<file path="src/rtl/serial_rcs_pkg.sv">
// rtl/serial_rcs_pkg.sv - shared types and constants for the bit-serial ripple-borrow subtractor
package serial_rcs_pkg;

    typedef enum logic [1:0] {
        IDLE  = 2'd0,
        SHIFT = 2'd1,
        DONE  = 2'd2
    } rcs_state_e;

    localparam int RCS_W = 4;

endpackage

</file>
<file path="src/rtl/serial_rcs_fs1.sv">
// rtl/serial_rcs_fs1.sv - combinational 1-bit full subtractor (a - b - c)
module serial_rcs_fs1 (
    input  logic a,
    input  logic b,
    input  logic c,
    output logic diff,
    output logic bo
);

    assign diff = a ^ b ^ c;
    assign bo   = (~a & b) | (~a & c) | (b & c);

endmodule

</file>
<file path="src/rtl/serial_rcs.sv">
// rtl/serial_rcs.sv - bit-serial subtractor d = x - y - bin, one bit per clock, valid/ready on both sides
module serial_rcs
    import serial_rcs_pkg::*;
#(
    parameter  int W  = RCS_W,
    localparam int CW = $clog2(W + 1)
) (
    input  logic         clk,
    input  logic         rst_n,
    input  logic         in_valid,
    output logic         in_ready,
    input  logic [W-1:0] x,
    input  logic [W-1:0] y,
    input  logic         bin,
    output logic         out_valid,
    input  logic         out_ready,
    output logic [W-1:0] d,
    output logic         bout,
    output logic         busy
);

    rcs_state_e    state;
    logic [W-1:0]  xs;
    logic [W-1:0]  ys;
    logic [W-1:0]  ds;
    logic          br;
    logic [CW-1:0] cnt;
    logic          diff;
    logic          bo;

    serial_rcs_fs1 u_fs1 (
        .a    (xs[0]),
        .b    (ys[0]),
        .c    (br),
        .diff (diff),
        .bo   (bo)
    );

    assign in_ready = (state == IDLE) && rst_n;
    assign busy     = (state != IDLE);

    always_ff @(posedge clk) begin
        if (!rst_n) begin
            state     <= IDLE;
            xs        <= '0;
            ys        <= '0;
            ds        <= '0;
            br        <= 1'b0;
            cnt       <= '0;
            d         <= '0;
            bout      <= 1'b0;
            out_valid <= 1'b0;
        end else begin
            case (state)
                IDLE: begin
                    // d/bout keep the previous result until the next one lands
                    if (in_valid) begin
                        xs    <= x;
                        ys    <= y;
                        br    <= bin;
                        cnt   <= '0;
                        state <= SHIFT;
                    end
                end
                SHIFT: begin
                    ds  <= {diff, ds[W-1:1]};
                    xs  <= xs >> 1;
                    ys  <= ys >> 1;
                    br  <= bo;
                    cnt <= cnt + 1'b1;
                    if (cnt == CW'(W - 1)) begin
                        d         <= {diff, ds[W-1:1]};
                        bout      <= bo;
                        out_valid <= 1'b1;
                        state     <= DONE;
                    end
                end
                DONE: begin
                    if (out_ready) begin
                        out_valid <= 1'b0;
                        state     <= IDLE;
                    end
                end
                default: state <= IDLE;
            endcase
        end
    end

endmodule

</file>
<file path="config.mk">
export PLATFORM = sky130hd
export DESIGN_NAME = serial_rcs
export DESIGN_NICKNAME = d
export VERILOG_FILES = /design/src/rtl/serial_rcs_pkg.sv /design/src/rtl/serial_rcs_fs1.sv /design/src/rtl/serial_rcs.sv
export SDC_FILE = /design/constraint.sdc
export NUM_CORES = 1
export LEC_CHECK = 0
export CORE_MARGIN = 3
export CORE_UTILIZATION = 49
export DETAILED_ROUTE_END_ITERATION = 10
export PLACE_DENSITY = 0.82
export SYNTH_ARGS = -nofsm -noshare
export SYNTH_HDL_FRONTEND = slang
export SYNTH_HIERARCHICAL = 1
export SYNTH_SLANG_ARGS = --single-unit
</file>
<file path="constraint.sdc">
create_clock -name clk -period 1.5 [get_ports clk]
set_clock_uncertainty 0.05 [all_clocks]
set_input_delay 0.15 -clock clk [delete_from_list [all_inputs] [get_ports clk]]
set_output_delay 0.15 -clock clk [all_outputs]
set_load 0.02 [all_outputs]
</file>
==> results_dict.tcl, run 1 <==
set metrics [dict create \
    whs_ns 0.3594 \
    p_switching_mw 0.2857 \
    crit_chain "clkdlybuf4s50_1" \
    avgSynthCellArea_um2 9.340 \
    setup_viol 0 \
    first_pass_iters 6 \
    cts-buffers-inserted 3 \
    yosysSeqAreaShare_pct 43.24 \
    worstSetupPathType "reg2out" \
    vias_per_cell 5.177 \
    cts_tree "done" \
    io_buffers 20 \
    dp_worst_setup_slack_ns -0.08726 \
    path_clk_slew_ns 0.13 \
    totalWireLength_um 2037 \
    dieWidth_um 52.62 \
    max_freq_mhz 683.3 \
    synth_area_mm2 0.001065 \
    worstSetupEndpointType "output pin" \
    synthTopCellsByArea "dfxtp_1 43%, mux2i_1 7.5%, o21ai_0 5.6%, buf_6 5.3%, nand2_1 3.9%" \
    p_per_area_mw_per_mm2 855.8 \
    drv_slew 0 \
    wire_per_inst_um 12.42 \
    min_from "x[3]" \
    nFillCells 173 \
    clock_path_buffers 2 \
    clk_latency_ns 0.30 \
    status "finished clean" \
    switching_share_pct 25.58 \
    dr_total_vias 849 \
    grt_pass1_vias 755 \
    drtIter0Drc 10 \
    slew_headroom_pct 77.12 \
    grt_max_degree 34 \
    die_area_mm2 0.002768 \
    ios 21 \
    dp_hpwl_um 1525 \
    ys_ff_latch 23 \
    instances_no_fill 164 \
    slowest_delay_ns 0.61 \
    num_rows 16 \
    reg2reg_slack_ns 0.17 \
    place_congestion 0.8088 \
    r2r_cells 6 \
    rsz0062_at_grt "no" \
    yosysMostFrequentCell "dfxtp_1" \
    cts_hold_buf 0 \
    hold_class "in2reg" \
    cts_max_level 1 \
    ys_warn_count 6 \
    ys_async_sr_fraction_pct 0 \
    leakagePower_nw 0.4832 \
    whs_path_depth 3 \
    r2r-start "cnt[0]" \
    grt_overflow_total 0 \
    worst-path-buf-inv 1 \
    period_minus_slack_ns 1.463 \
    syn_inst 114 \
    drv_cap 0 \
    cp-start-kind "flop" \
    grt_first_pass_wirelength_um 3374 \
    required_ns 1.30 \
    clockPowerShare_pct 25.0 \
    critPathMaxFanout 2 \
    yosysTopAreaCell "dfxtp_1" \
    die_h_um 52.62 \
    placedCellCount 158 \
    cp_slowest_cell "clkdlybuf4s50_1" \
    track_usage_pct 16.05 \
    ant_nets 0 \
    synthFlopType "dfxtp_1" \
    final.period_utilization_pct 97.56 \
    setup_slack_ns 0.03656 \
    crit_family "buffers and inverters" \
    p_comb_share_pct 16.2 \
    min_to "xs[3]" \
    synth-edff-count 0 \
    start_util_pct 53.19 \
    layout-drive-gt1-share_pct 13.14 \
    core_area_mm2 0.002002 \
    worstPathArrival_ns 1.26 \
    post_synth_num_cell_types 30 \
    num_antenna_cells 0 \
    p_seq_share_pct 58.8 \
    antenna_found_initial 0 \
    synth_fp_nets 130 \
    fin_nets 154 \
    synth_top_cell_area_share_pct 43.24 \
    drcViolationCount 0 \
    multiInputGateArea_um2 506.7 \
    synth_commonest_cells "23 x dfxtp_1, 12 x o21ai_0, 11 x nand2_1" \
    finalHoldViolations 0 \
    regArea_um2 460.4 \
    area_growth_pct 22.56 \
    internal_power_mw 0.8312 \
    max_slew.worst_pin.slew_ns 0.3419 \
    ir_drop_mv 0.5459 \
    ctsRootBufferMaster "clkbuf_4" \
    cts.sinks 23 \
    r2r_end "state[1]" \
]
==> cell type report <==
class / instances / share of cell area (%)
clock buffers: 3 / 1.726
flip-flops and latches: 23 / 35.28
repair buffers: 28 / 19.75
well taps: 27 / 2.589
multi-input cells: 77 / 38.83
clock inverters: 1 / 0.3835
inverters: 5 / 1.438
==> registers in the layout (all words and copies together) (netlist names) <==
signal,cells
cnt,3
ys,4
br,1
ds,3
out_valid,1
state,2
xs,4
bout,1
d,4
==> stage by stage <==
step	setup TNS [ns]	util, %	instance area [um^2]	power [mW]
after CTS	0	64.38	1289	1.129
after floorplan	0	-	1065	0.7953
after global routing	0	65.19	1305	1.171
after global placement	-0.06201	63.19	1265	0.8458
after detailed placement	-0.08959	63.19	1265	0.8530
final	0	65.19	1305	1.117
==> placed cells by master, fill, tap and decap left out, drive strengths merged, types with 2 or more instances in the layout <==
master	count
dfxtp	23
clkdlybuf4s50	17
o21ai	17
nand2	11
mux2i	8
buf	8
nand3	7
o211ai	6
inv	5
nor2b	3
nor2	3
clkbuf	3
and3	2
nand3b	2
a21oi	2
nor3b	2
a211oi	2
o22ai	2
ha	2
dlygate4sd2	2
==> power groups by stage <==
stage / clock [mW] / combinational [mW] / sequential, mW
floorplan: 0 / 0.129 / 0.666
global placement: 0 / 0.177 / 0.669
detailed placement: 0 / 0.182 / 0.671
CTS: 0.291 / 0.180 / 0.657
global route: 0.310 / 0.200 / 0.661
finish: 0.279 / 0.181 / 0.657
==> metal layers <==
layer,vias to the layer above,share of wire [%],track usage (%)
met1,390,46,19.97
met4,0,0.59,3.830
met2,13,50,28.51
met5,-,0,0
met3,2,3.6,2.564
li1,444,-,-
==> how the worst max path moves through the flow <==
stage	start	endpoint	slack (ns)	depth (start not counted)
3_3_place_gp	rst_n	in_ready	-0.06	3
6_report	bout	bout	0.04	1
2_1_floorplan	xs[0]	ds[3]	0.25	5
4_1_cts	cnt[0]	d[2]	0.0003	5
5_1_grt	bout	bout	0.001	1
3_5_place_dp	rst_n	in_ready	-0.09	3
==> logic make-up after synthesis <==
logic type | synth area share, %
AOI/OAI and AO/OA | 19.04
adders and majority gates | 4.230
buffers and inverters | 9.164
DFF | 43.24
muxes | 7.521
and+or+nand+nor | 16.80
==> what timing repair did <==
item | CTS | global route
setup buffers | 0 | 2
gates resized for setup | 3 | 1
setup endpoints to repair | 3 | 7
Note: power is estimated with default switching activity, not from simulation.
==> run 2, diff against run 1 <==
--- a/config.mk
+++ b/config.mk
@@ -8,6 +8,7 @@
 export CORE_MARGIN = 3
 export CORE_UTILIZATION = 49
 export DETAILED_ROUTE_END_ITERATION = 10
+export GPL_ROUTABILITY_DRIVEN = 0
 export PLACE_DENSITY = 0.82
 export SYNTH_ARGS = -nofsm -noshare
 export SYNTH_HDL_FRONTEND = slang
==> results of run 2 <==
Same layout as run 1: the final DEF is identical, and so are final timing and power.
